<file path="config.mk">
export PLATFORM = sky130hd
export DESIGN_NAME = maxnet_pair_sequencer
export DESIGN_NICKNAME = d
export VERILOG_FILES = /design/src/rtl/maxnet_pair_sequencer.sv
export SDC_FILE = /design/constraint.sdc
export NUM_CORES = 1
export LEC_CHECK = 0
export ABC_AREA = 1
export BUFFER_PORTS_ARGS = -buffer_cell sky130_fd_sc_hd__buf_2
export CAP_MARGIN = 20
export CORE_MARGIN = 2
export CORE_UTILIZATION = 45
export CTS_CLUSTER_DIAMETER = 120
export DETAILED_ROUTE_END_ITERATION = 8
export PLACE_DENSITY = 0.71
export SYNTH_ARGS = -nofsm -noshare
export SYNTH_HDL_FRONTEND = slang
export SYNTH_SLANG_ARGS = --single-unit
</file>
<file path="constraint.sdc">
create_clock -name clk -period 12.6 [get_ports clk]
set_input_delay 0.63 -clock clk [delete_from_list [all_inputs] [get_ports clk]]
set_output_delay 0.63 -clock clk [all_outputs]
set_load 0.01 [all_outputs]
</file>
<file path="src/rtl/maxnet_pair_sequencer.sv">
// maxnet_pair_sequencer
//
// Streams the (weight, activation) pairs for every MaxNet neuron net input to a
// downstream MAC in row-major N x N order. The symmetric weight matrix is stored as its
// upper triangle (w00,w01,..,w0N-1,w11,..,wN-1N-1), so lower-triangle pairs reuse the
// mirrored entry. Weights and activations are snapshotted when a sweep starts, so the
// stream does not change if the upstream buffers do.
//
// Ports:
//   clk          rising-edge clock
//   rst          synchronous active-high reset
//   start        begin one sweep (only honoured while idle)
//   weights_flat WCOUNT triangular weights, entry k at [DW*k +: DW]
//   act_flat     N activations, entry j at [DW*j +: DW]
//   w_out        weight of the presented pair
//   a_out        activation of the presented pair
//   row_idx      neuron i the presented pair belongs to
//   last_in_row  presented pair is the final one of its row (j == N-1)
//   pair_valid   a pair is presented
//   pair_ready   downstream accepts the presented pair
//   busy         a sweep is in progress (streaming or signalling done)
//   done         one-cycle pulse after the final pair has transferred
module maxnet_pair_sequencer #(
  parameter int N      = 4,
  parameter int DW     = 32,
  parameter int WCOUNT = N * (N + 1) / 2
) (
  input  logic                 clk,
  input  logic                 rst,
  input  logic                 start,
  input  logic [WCOUNT*DW-1:0] weights_flat,
  input  logic [N*DW-1:0]      act_flat,
  output logic [DW-1:0]        w_out,
  output logic [DW-1:0]        a_out,
  output logic [$clog2(N)-1:0] row_idx,
  output logic                 last_in_row,
  output logic                 pair_valid,
  input  logic                 pair_ready,
  output logic                 busy,
  output logic                 done
);

  localparam int IW = $clog2(N);
  localparam int KW = $clog2(WCOUNT);
  localparam logic [IW-1:0] LastIdx = IW'(N - 1);

  typedef enum logic [1:0] {
    StIdle,
    StStream,
    StDone
  } state_e;

  state_e          state_q, state_d;
  logic [IW-1:0]   i_q, i_d;
  logic [IW-1:0]   j_q, j_d;
  logic            capture;
  logic [DW-1:0]   w_snap_q [WCOUNT];
  logic [DW-1:0]   a_snap_q [N];

  int              tri_r;
  int              tri_c;
  int              tri_k;
  logic [KW-1:0]   widx;

  // State, indices and snapshots.
  always_ff @(posedge clk) begin
    if (rst) begin
      state_q <= StIdle;
      i_q     <= '0;
      j_q     <= '0;
      for (int k = 0; k < WCOUNT; k++) w_snap_q[k] <= '0;
      for (int k = 0; k < N; k++) a_snap_q[k] <= '0;
    end else begin
      state_q <= state_d;
      i_q     <= i_d;
      j_q     <= j_d;
      if (capture) begin
        for (int k = 0; k < WCOUNT; k++) w_snap_q[k] <= weights_flat[DW*k +: DW];
        for (int k = 0; k < N; k++) a_snap_q[k] <= act_flat[DW*k +: DW];
      end
    end
  end

  // Next-state and control outputs.
  always_comb begin
    state_d    = state_q;
    i_d        = i_q;
    j_d        = j_q;
    capture    = 1'b0;
    pair_valid = 1'b0;
    busy       = 1'b0;
    done       = 1'b0;
    unique case (state_q)
      StIdle: begin
        if (start) begin
          capture = 1'b1;
          i_d     = '0;
          j_d     = '0;
          state_d = StStream;
        end
      end
      StStream: begin
        busy       = 1'b1;
        pair_valid = 1'b1;
        if (pair_ready) begin
          if (j_q != LastIdx) begin
            j_d = j_q + 1'b1;
          end else if (i_q != LastIdx) begin
            j_d = '0;
            i_d = i_q + 1'b1;
          end else begin
            // Final pair accepted; park the indices at the origin.
            i_d     = '0;
            j_d     = '0;
            state_d = StDone;
          end
        end
      end
      StDone: begin
        busy    = 1'b1;
        done    = 1'b1;
        state_d = StIdle;
      end
      default: state_d = StIdle;
    endcase
  end

  // Triangular index: fold (i,j) onto the upper triangle, then offset into row r.
  always_comb begin
    tri_r = (i_q < j_q) ? int'(i_q) : int'(j_q);
    tri_c = (i_q < j_q) ? int'(j_q) : int'(i_q);
    tri_k = tri_r * N - (tri_r * (tri_r - 1)) / 2 + (tri_c - tri_r);
    widx  = KW'(tri_k);
  end

  // Data outputs come from registers only and read zero outside of streaming.
  always_comb begin
    w_out       = '0;
    a_out       = '0;
    row_idx     = '0;
    last_in_row = 1'b0;
    if (state_q == StStream) begin
      w_out       = w_snap_q[widx];
      a_out       = a_snap_q[j_q];
      row_idx     = i_q;
      last_in_row = (j_q == LastIdx);
    end
  end

endmodule

</file>
Yosys cells after proc, flatten, opt, wreduce, memory -nomap -nowiden
Memories as Yosys holds them, arrays and structs flattened. A register that Yosys moved wholly into a read port is not among the register bits.
Cells that the tools add are included.
Cells by class
  reduce and logical (&&, ||, !) cells: 6
  bitwise operators: 15
  multipliers: 1
  $add $sub $neg: 7
  equality and inequality tests: 9
  $lt $le $gt $ge: 1
  multiplexer cells: 45
Operators by type and width (number)
  32-bit two-way mux: 16
  2-bit two-way mux: 15
  1-bit OR: 14
  2-bit inequality test (second input constant): 6
  2-bit one-hot mux with 2 select lines: 3
  1-bit two-way mux: 11
  4-bit AND reduction: 2
  3-bit by 3-bit multiplier with 6-bit output: 1
  2-bit by 1-bit adder with 2-bit output (second input constant): 2
  4-bit by 1-bit adder with 4-bit output: 1
  4-bit by 3-bit adder with 4-bit output: 1
  2-bit == test (second input constant): 2
  4-bit subtractor: 1
  3-bit AND reduction: 1
  2-bit by 1-bit subtractor with 3-bit output (second input constant): 1
  2-bit by 2-bit subtractor with 3-bit output: 1
  2-bit by 1-bit == test with 1-bit output (second input constant): 1
  2-bit zero test: 1
  2-bit less-than comparator: 1
  2-bit nonzero test: 1
  2-bit OR reduction: 1
  1-bit AND: 1
Storage, ports and cells
  bits in writable memories: 448
  flip-flop bits (word level): 6
  output and inout port bits: 70
  logic and storage cells: 89
  memories: 2
Memory list
  w_snap_q: depth 10, width 32, read ports 1, clocked after Yosys merged registers in 0, wr ports 10, line 57  | logic [DW-1:0] w_snap_q [WCOUNT];
  a_snap_q: depth 4, width 32, read ports 1, clocked after Yosys merged registers in 1, wr ports 4, line 58  | logic [DW-1:0] a_snap_q [N];

Logic depth before layout (Yosys ltp)
Gate-level depths: netlist of run 1.
An unclocked memory read counts as a cell.
  depth in word-level cells: 10
  gate-level depth with buffers: 22

Worst setup path before layout of run 1
No wires, ideal clock.
  path type: input to register
  from: input port rst
  to: memory a_snap_q[0][0], enable pin
  setup time: 3.249 ns
  buffers on the path: 0
  path slack: 1.382 ns
  stages: 2
  data arrival time: 7.969 ns
  cell sequence: inv_1 -> nand2_1
RTL lines
  from (decl): line 29  | input logic rst,
  to (decl): line 58

Worst setup path after layout of run 1
  from: register j_q[1]
  to: output port w_out[22]
On the way
  cells in the longest elaborated chain, start to end: 10
  elaborated cells on any way between the ends: 12
Ends and longest elaborated chain
  from (decl): line 55  | logic [IW-1:0] j_q, j_d;
  from (signal assigned): line 76  | j_q <= j_d;
  2-bit less-than comparator: line 130, 131
  2-bit two-way mux: line 130  | tri_r = (i_q < j_q) ? int'(i_q) : int'(j_q);
  2-bit by 1-bit subtractor with 3-bit output: line 132  | tri_k = tri_r * N - (tri_r * (tri_r - 1)) / 2 + (tri_c - tri_r);
  3-bit by 3-bit multiplier with 6-bit output: line 132
  1-bit AND (no source line)
  4-bit by 1-bit adder with 4-bit output (no source line)
  4-bit subtractor: line 132
  4-bit by 3-bit adder with 4-bit output (*): line 132
  memory read 10 x 32 bit (*)
  32-bit two-way mux (*): line 142  | if (state_q == StStream) begin
  to (decl): line 33  | output logic [DW-1:0] w_out,
Every way passes the cells marked *; elsewhere a longest branch is shown, timed or not.

==> results.sh, run 1 <==
export IMPL_pwr_density_cell_nw_per_um2=245.0
export IMPL_grtUsageMet3=0.05007
export IMPL_drtIter0Drc=1369
export IMPL_final_core_util=0.5471
export IMPL_critPathArrivalTime_ns=5.48
export IMPL_synth_seq_cells=456
export IMPL_grt_overflow=0
export IMPL_gp_congestion=0.9198
export IMPL_hold_viol=0
export IMPL_firstDrtPassIters=5
export IMPL_design_area_um2=26610
export IMPL_cts_root_buf="clkbuf_16"
export IMPL_cts_sinks=456
export IMPL_place_hpwl_um=44070
export IMPL_r2r_end="w_snap_q[4][18]"
export IMPL_status="finished, final reports clean"
export IMPL_insertion_delay_ns=0.59
export IMPL_wire_per_inst_um=18.13
export IMPL_synthCells=2450
export IMPL_grt_use_met2=0.4350
export IMPL_whs_path_depth=2
export IMPL_die_w_um=225.3
export IMPL_busiest_layer="met2"
export IMPL_relSlewSlack=0.2107
export IMPL_ioPinCount=522
export IMPL_min_to="i_q[1]"
export IMPL_die_y_um=225.3
export IMPL_viasPerCell=4.986
export IMPL_row_count=81
export IMPL_vias=17840
export IMPL_grt_pass1_wl_um=96370
export IMPL_netSwitchingPower_mw=2.770
export IMPL_grt_max_degree=195
export IMPL_drc_errors=0
export IMPL_skew_ns=0.02529
export IMPL_cts_repair_resized=0
export IMPL_fmax_mhz=163.6
export IMPL_antenna_found_initial=13
export IMPL_syn_area_per_cell_um2=8.995
export IMPL_cp_max_fo=52
export IMPL_fin_total_pwr_mw=6.519
export IMPL_place_inst=3473
export IMPL_antenna_left=0
export IMPL_ctsHoldBuffers=0
export IMPL_rsz0062_at_grt="false"
export IMPL_crit_type="flop to primary output"
export IMPL_comb_power_share=0.435
export IMPL_placed_area_um2=24920
export IMPL_start_util=0.4530
export IMPL_wirelength_um=64860
export IMPL_syn2layout_area_growth_pct=20.76
export IMPL_use_met1=0.2986
export IMPL_p_leak_nw=13.46
export IMPL_first_global_vias=17630
export IMPL_yosys_warnings=0
export IMPL_worst_r2r_path_depth=6
export IMPL_setup_tns_ns=0
export IMPL_setup_viol=0
export IMPL_r2r_slack_ns=8.83
export IMPL_hold_class="input port to flop"
export IMPL_final_period_utilization=0.4851
export IMPL_seq_power_share=0.337
export IMPL_seq_area_frac_synth=0.6177
export IMPL_drv_cap=0
export IMPL_swShare=0.4249
export IMPL_synthesis_nets=2918
export IMPL_stdcell_count=3578
export IMPL_crit_path_start_kind="flop"
export IMPL_worstHoldStart="rst"
export IMPL_nets=3372
export IMPL_syn_area_um2=22040
export IMPL_core_area_um2=48650
export IMPL_h_tree_depth=2
export IMPL_cts_max_path_buffers=3
export IMPL_rr_startpoint="state_q[0]"
export IMPL_grtUsageTotal=0.2506
export IMPL_finalCriticalPeriod_ns=6.112
export IMPL_post_cts_setup_buffer_count=0
export IMPL_worstMarginPinSlew_ns=1.184
export IMPL_floorplan_die_area_um2=50760
export IMPL_required_ns=11.97
export IMPL_ir_drop_uv=263.1
export IMPL_synthDistinctLibCells=21
export IMPL_end_kind="primary output"
export IMPL_layout_drive_gt1_share=0.2116
export IMPL_cellInternalPower_mw=3.749
export IMPL_portBuffers=521
export IMPL_cts_inserted_buffers=51
export IMPL_clkPwrFrac=0.228
export IMPL_cts_tree="done"
export IMPL_path_clk_slew_ns=0.06
export IMPL_slew_viol_final=0
-- layout by cell type (no fill, tap or decap), drive strengths merged --
master | synthesis | final
buf | 110 | 536
clkbuf | 25 | 62
o21ai | 69 | 69
edfxtp | 448 | 448
diode | 0 | 12
nor2 | 648 | 648
mux2i | 32 | 32
ha | 15 | 15
nand4 | 1 | 1
dfxtp | 8 | 8
fa | 1 | 1
bufinv | 0 | 5
clkinvlp | 0 | 3
inv | 477 | 480
nand2 | 377 | 377
clkinv | 2 | 22
a21oi | 103 | 103
nand3 | 134 | 134
-- layout make-up --
cell class / instances / area (um2)
Antenna cell: 12 / 30.03
Clock buffer: 62 / 1339
Clock inverter: 31 / 320.3
Fill cell: 4402 / 22030
Inverter: 479 / 1800
Multi-Input combinational cell: 1380 / 5966
Sequential cell: 456 / 13610
Tap cell: 622 / 778.2
Timing Repair Buffer: 536 / 2765
-- worst max-delay path by stage --
stage | from | endpoint | slack [ns]
detailed placement | j_q[1] | w_out[31] | 7.15
global route | j_q[1] | w_out[31] | 6.17
CTS | j_q[1] | w_out[31] | 6.49
floorplan | rst | a_snap_q[0][0] | 1.38
finish | j_q[1] | w_out[22] | 6.49
global placement | j_q[1] | w_out[0] | 7.30
-- cell usage after synthesis --
master	count	area, um2
clkinv_1	2	7.510
nor2_1	647	2429
nand3_1	134	670.6
nand4_1	1	6.260
buf_4	18	135.1
a21oi_1	103	515.5
nor2_2	1	6.260
buf_1	7	26.28
buf_6	5	56.30
o21ai_0	67	335.3
fa_1	1	20.02
clkbuf_1	25	93.84
inv_2	2	7.510
o21ai_1	2	10.01
mux2i_1	32	320.3
dfxtp_1	8	160.2
ha_1	15	187.7
edfxtp_1	448	13450
buf_2	80	400.4
nand2_1	377	1415
inv_1	475	1783
-- power groups by stage --
| stage | clock [mW] | sequential (mW) | combinational, mW |
|---|---|---|---|
| 6_report | 1.49 | 2.20 | 2.83 |
| 3_5_place_dp | 0 | 2.23 | 2.88 |
| 2_1_floorplan | 0 | 2.31 | 1.93 |
| 5_1_grt | 1.56 | 2.23 | 3.15 |
| 3_3_place_gp | 0 | 2.21 | 2.83 |
| 4_1_cts | 1.51 | 2.20 | 2.89 |
-- per-stage QoR --
stage | hold WS (ns) | worst slack, ns
after floorplan | 0.4504 | 1.382
final | 0.2366 | 6.488
after CTS | 0.2074 | 6.485
after detailed placement | 0.4814 | 7.145
after global placement | 0.4668 | 7.303
after global routing | 0.2243 | 6.166
-- registers in the layout, indices dropped and copies added (netlist names), named ones only --
| signal | flops |
|---|---|
| state_q | 2 |
| j_q | 2 |
| a_snap_q | 128 |
| w_snap_q | 320 |
| i_q | 2 |
-- logic make-up after synthesis --
group                      after synthesis  synth area share
AOI/OAI and AO/OA                      172           0.03906
and+or+nand+nor                       1160            0.2054
muxes                                   32           0.01453
adders and majority gates               16          0.009424
buffers and inverters                  614            0.1139
DFF                                    456            0.6177
-- critical path: stages, from the launching register on --
cell     delay [ns]
dfxtp_1        0.42
inv_1          0.07
ha_1           0.33
a21oi_1        0.13
o21ai_0        0.19
o21ai_0        0.15
ha_1           0.30
inv_1          0.06
fa_4           1.29
buf_4          0.58
inv_2          0.48
nand3_1        0.22
nand3_1        0.08
nand2_1        0.10
nor2_1         0.05
nor2_1         0.19
buf_2          0.17
-- per-layer routing --
layer / routed length (um) / vias up
met5: 49 / -
met4: 2971 / 8
met3: 5058 / 138
met2: 32240 / 754
met1: 24540 / 8417
li1: - / 8524
(Power assumes the default switching activity.)
==> run 2: changes to the inputs <==
==> constraint.sdc (replaced) <==
create_clock -name clk -period 5.85 [get_ports clk]
set_input_delay 0.2925 -clock clk [delete_from_list [all_inputs] [get_ports clk]]
set_output_delay 0.2925 -clock clk [all_outputs]
set_load 0.01 [all_outputs]
==> run 2 against run 1 <==
  * Clock skew down 0.0028 ns
  * Worst setup slack worse by 5.8 ns
  * Utilization up 5.1 points
  * Design area up 9.3%
  * Power up 120%
  * Via count up 9.0%
  * Sequential power up 120%
  * Combinational power up 130%
  * Cell count up 7.0%
  * Clock-buffer cell count up 4
  * Largest cell class unchanged
  * Largest power group unchanged
==> results.sh, run 2 (same netlist as run 1, synthesis figures left out) <==
export IMPL_setup_tns_ns=0
export IMPL_finalCriticalPeriod_ns=5.186
export IMPL_first_global_vias=19620
export IMPL_die_w_um=225.3
export IMPL_critPathArrivalTime_ns=4.89
export IMPL_worstMarginPinSlew_ns=1.026
export IMPL_end_kind="primary output"
export IMPL_antenna_left=0
export IMPL_wirelength_um=71780
export IMPL_fmax_mhz=192.8
export IMPL_ioPinCount=522
export IMPL_gp_congestion=0.9056
export IMPL_p_leak_nw=14.49
export IMPL_core_area_um2=48650
export IMPL_final_cell_mix="nor2_1, buf_2, inv_1"
export IMPL_relSlewSlack=0.3148
export IMPL_insertion_delay_ns=0.59
export IMPL_fill_cells=3957
export IMPL_cp_max_fo=20
export IMPL_cts_max_path_buffers=3
export IMPL_setup_viol=0
export IMPL_crit_chain="inv_1 -> ha_1 -> a21oi_1 -> o21ai_0 -> ha_1 -> inv_1 -> fa_4 -> clkinv_1 -> buf_4 -> nand3_1 -> nand3_1 -> nand2_1 -> nor2_1 -> nor2_1 -> buf_2"
export IMPL_drv_cap=0
export IMPL_final_period_utilization=0.8865
export IMPL_slowest_stage="fa_4"
export IMPL_antenna_found_initial=15
export IMPL_h_tree_depth=2
export IMPL_path_clk_slew_ns=0.06
export IMPL_firstDrtPassIters=8
export IMPL_die_y_um=225.3
export IMPL_cts_tree="done"
export IMPL_status="finished, final reports clean"
export IMPL_placed_area_um2=25000
export IMPL_nets=3621
export IMPL_final_core_util=0.5981
export IMPL_final_common_cell="nor2_1"
export IMPL_cts_repair_resized=0
export IMPL_grt_overflow=0
export IMPL_start_util=0.4530
export IMPL_hold_viol=0
export IMPL_ir_drop_uv=470.7
export IMPL_required_ns=5.56
export IMPL_hold_class="input port to flop"
export IMPL_hold_slack_ns=0.01437
export IMPL_vias=19440
export IMPL_syn2layout_area_growth_pct=32.02
export IMPL_viasPerCell=5.080
export IMPL_layout_drive_gt1_share=0.1964
export IMPL_drc_errors=0
export IMPL_grtUsageTotal=0.2745
export IMPL_cts_root_buf="clkbuf_16"
export IMPL_max_stage_delay_ns=1.03
export IMPL_rsz0062_at_grt="false"
export IMPL_reg_largest_list="w_snap_q: 320 flops, a_snap_q: 128 flops"
export IMPL_top_register="w_snap_q"
export IMPL_place_hpwl_um=45510
export IMPL_cts_inserted_buffers=51
export IMPL_drtIter0Drc=1803
export IMPL_grt_pass1_wl_um=106200
export IMPL_crit_path_start_kind="flop"
export IMPL_skew_ns=0.02245
export IMPL_wire_per_inst_um=18.76
export IMPL_design_area_um2=29100
export IMPL_pwr_density_cell_nw_per_um2=493.8
export IMPL_crit_type="flop to primary output"
export IMPL_floorplan_die_area_um2=50760
export IMPL_portBuffers=521
export IMPL_slew_viol_final=0
export IMPL_largest_register_ff_count=320
export IMPL_row_count=81
export IMPL_grt_max_degree=164
export IMPL_cts_sinks=456
run 2: layout make-up:
| type | count | area [um2] | share of cell area |
|---|---|---|---|
| Tap cell | 622 | 778.2 | 0.02675 |
| Antenna cell | 13 | 32.53 | 0.001118 |
| Multi-Input combinational cell | 1380 | 5974 | 0.2053 |
| Clock buffer | 66 | 1375 | 0.04726 |
| Timing Repair Buffer | 785 | 5270 | 0.1811 |
| Clock inverter | 26 | 250.2 | 0.008601 |
| Inverter | 479 | 1800 | 0.06188 |
| Sequential cell | 456 | 13610 | 0.4679 |
run 2: per-stage QoR:
stage	power, mW	worst slack, ns	cells
2_1_floorplan	8.938	1.652	2450
3_3_place_gp	10.99	1.441	3481
3_5_place_dp	11.07	1.300	3481
4_1_cts	14.36	0.6614	3812
5_1_grt	15.20	0.3585	3822
6_report	14.37	0.6638	3827
run 2: where the power goes:
| group | switching, mW | leakage (nW) | total [mW] | internal, mW |
|---|---|---|---|---|
| sequential | 0.219 | 4.91 | 4.74 | 4.52 |
| combinational | 4.57 | 8.79 | 6.45 | 1.88 |
| clock | 1.34 | 0.789 | 3.18 | 1.84 |
| total | 6.13 | 14.5 | 14.4 | 8.24 |
run 2: worst paths after layout:
| path | startpoint | endpoint | slack (ns) | cells after the start |
|---|---|---|---|---|
| worst max-delay path | j_q[1] | w_out[11] | 0.66 | 15 |
| worst min-delay path | weights_flat[140] | w_snap_q[4][12] | 0.01 | 3 |
| worst max register to register | state_q[1] | w_snap_q[8][22] | 3.05 | 5 |
| worst min register to register | state_q[0] | state_q[0] | 0.49 | 2 |
run 2: routing by layer:
metal,routed length [um],vias to the layer above,global-route usage
met5,50,-,0
met4,4181,8,0.1540
met3,6253,241,0.05306
met2,35260,1041,0.4748
met1,26030,9124,0.3206
li1,-,9029,-
run 2: worst max-delay path, delay by kind of cell (launching register included):
kind,cells,cell delay (ns)
buf+inv,5,1.18
simple gates,5,0.58
flops,1,0.40
compound gates,2,0.46
fa+ha+maj,3,1.67
run 2: repair_timing:
item,CTS,global route
buffers inserted,0,0
hold buffers,239,0
hold endpoints to repair,242,0
==> run 3: changes to the inputs <==
--- a/config.mk
+++ b/config.mk
@@ -8,11 +8,13 @@
 export ABC_AREA = 1
 export BUFFER_PORTS_ARGS = -buffer_cell sky130_fd_sc_hd__buf_2
 export CAP_MARGIN = 20
+export CORE_ASPECT_RATIO = 0.9
 export CORE_MARGIN = 2
 export CORE_UTILIZATION = 45
 export CTS_CLUSTER_DIAMETER = 120
 export DETAILED_ROUTE_END_ITERATION = 8
 export PLACE_DENSITY = 0.71
+export SKIP_CTS_REPAIR_TIMING = 1
 export SYNTH_ARGS = -nofsm -noshare
 export SYNTH_HDL_FRONTEND = slang
 export SYNTH_SLANG_ARGS = --single-unit
==> constraint.sdc (replaced) <==
create_clock -name clk -period 5.85 [get_ports clk]
set_input_delay 0.2925 -clock clk [delete_from_list [all_inputs] [get_ports clk]]
set_output_delay 0.2925 -clock clk [all_outputs]
set_load 0.05 [all_outputs]
==> run 3 against run 2 <==
  * The flow now finishes with violations (negative hold slack)
  * Maximum frequency increased by 0.96%
  * Critical path depth decreased by 1
  * Global-route usage fell by 2.4 points
  * Non-clock buffer count down 229
  * Worst setup slack better by 0.049 ns
  * Design area is 8.0% lower
  * Sequential power is essentially flat
  * Via count decreased by 8.0%
  * Sequential share of layout area grew 4.0 points
  * Clock power decreased by 3%
  * Flip-flop and latch count is the same
==> results.sh, run 3 (same netlist as run 1, synthesis figures left out) <==
export IMPL_die_y_um=213.9
export IMPL_pwr_density_cell_nw_per_um2=546.6
export IMPL_setup_viol=0
export IMPL_place_inst=3477
export IMPL_end_kind="primary output"
export IMPL_final_period_utilization=0.8781
export IMPL_final_core_util=0.5566
export IMPL_largest_register_ff_count=320
export IMPL_finalCriticalPeriod_ns=5.137
export IMPL_wire_per_inst_um=18.01
export IMPL_drc_errors=0
export IMPL_fill_cells=4287
export IMPL_firstDrtPassIters=8
export IMPL_status="finished, violations left"
export IMPL_setup_tns_ns=0
export IMPL_syn2layout_area_growth_pct=21.51
export IMPL_grt_pass1_wl_um=98370
export IMPL_slew_viol_final=0
export IMPL_cts_tree="done"
export IMPL_crit_type="flop to primary output"
export IMPL_insertion_delay_ns=0.59
export IMPL_floorplan_die_area_um2=50760
export IMPL_hold_class="input port to flop"
export IMPL_critPathArrivalTime_ns=4.84
export IMPL_layout_drive_gt1_share=0.2114
export IMPL_grt_max_degree=161
export IMPL_cp_max_fo=36
export IMPL_violations="negative hold slack"
export IMPL_rsz0062_at_grt="false"
export IMPL_cts_inserted_buffers=49
export IMPL_antenna_found_initial=11
export IMPL_hold_viol=2
export IMPL_portBuffers=521
export IMPL_dp_slack_ns=1.299
export IMPL_antenna_left=0
export IMPL_wirelength_um=64710
export IMPL_placed_area_um2=24980
export IMPL_nets=3390
export IMPL_viasPerCell=4.981
export IMPL_start_util=0.4580
export IMPL_cts_sinks=456
export IMPL_hold_slack_ns=-0.002156
export IMPL_grt_overflow=0
export IMPL_worstMarginPinSlew_ns=1.088
export IMPL_top_register="w_snap_q"
export IMPL_p_leak_nw=13.52
export IMPL_die_w_um=237.3
export IMPL_final_common_cell="nor2_1"
export IMPL_cts_root_buf="clkbuf_16"
export IMPL_relSlewSlack=0.2746
export IMPL_grtUsageTotal=0.2504
export IMPL_path_clk_slew_ns=0.06
export IMPL_fmax_mhz=194.7
export IMPL_design_area_um2=26780
export IMPL_required_ns=5.56
export IMPL_stdcell_count=3593
export IMPL_cts_max_path_buffers=3
export IMPL_fin_total_pwr_mw=14.64
export IMPL_place_hpwl_um=43370
export IMPL_drtIter0Drc=1770
export IMPL_crit_path_start_kind="flop"
export IMPL_ir_drop_uv=550.7
export IMPL_skew_ns=0.02441
export IMPL_drv_cap=0
export IMPL_core_area_um2=48120
export IMPL_setup_slack_ns=0.7132
export IMPL_vias=17900
export IMPL_row_count=76
export IMPL_first_global_vias=17790
export IMPL_final_cell_mix="nor2_1, buf_2, inv_1"
export IMPL_ioPinCount=522
export IMPL_h_tree_depth=2
export IMPL_gp_congestion=0.9056
export IMPL_reg_largest_list="w_snap_q: 320 flops, a_snap_q: 128 flops"
run 3: metal layers:
metal  vias up  wire, um  GRT usage
li1       8571         -          -
met1      8377     25920     0.3248
met2       824     31690     0.4268
met3       119      5136    0.04175
met4         6      1919    0.08532
met5         -        41          0
run 3: cell type report:
| class | instances | area [um2] | share of cell area |
|---|---|---|---|
| antenna | 8 | 20.02 | 0.0007476 |
| tap | 624 | 780.7 | 0.02915 |
| clock buffer | 54 | 1245 | 0.04649 |
| multi-input combinational | 1380 | 5977 | 0.2232 |
| inverter | 479 | 1800 | 0.06723 |
| sequential | 456 | 13610 | 0.5084 |
| clock inverter | 36 | 346.6 | 0.01294 |
| timing repair buffer | 556 | 2995 | 0.1119 |
run 3: where the power goes:
group          leakage [nW]  switching (mW)  internal (mW)
combinational          7.84            5.05           1.76
clock                 0.771            1.33           1.77
sequential             4.91           0.207           4.52
total                  13.5            6.59           8.05
run 3: path summary, 6_finish.rpt:
| path | cells past startpoint | end | start | slack [ns] |
|---|---|---|---|---|
| worst max-delay path | 14 | w_out[24] | j_q[1] | 0.71 |
| worst min-delay path | 3 | w_snap_q[9][25] | weights_flat[313] | -0.002 |
| worst max register to register | 5 | a_snap_q[3][12] | state_q[1] | 3.05 |
| worst min register to register | 2 | state_q[0] | state_q[0] | 0.49 |
run 3: worst max-delay path, stage by stage, from the launching register on:
cell	delay (ns)
dfxtp_1	0.40
inv_1	0.09
ha_1	0.32
a21oi_1	0.26
o21ai_0	0.15
ha_1	0.29
inv_1	0.05
fa_4	1.15
inv_2	0.50
nand3_1	0.22
nand3_1	0.08
nand2_1	0.10
nor2_1	0.04
nor2_1	0.21
buf_2	0.31
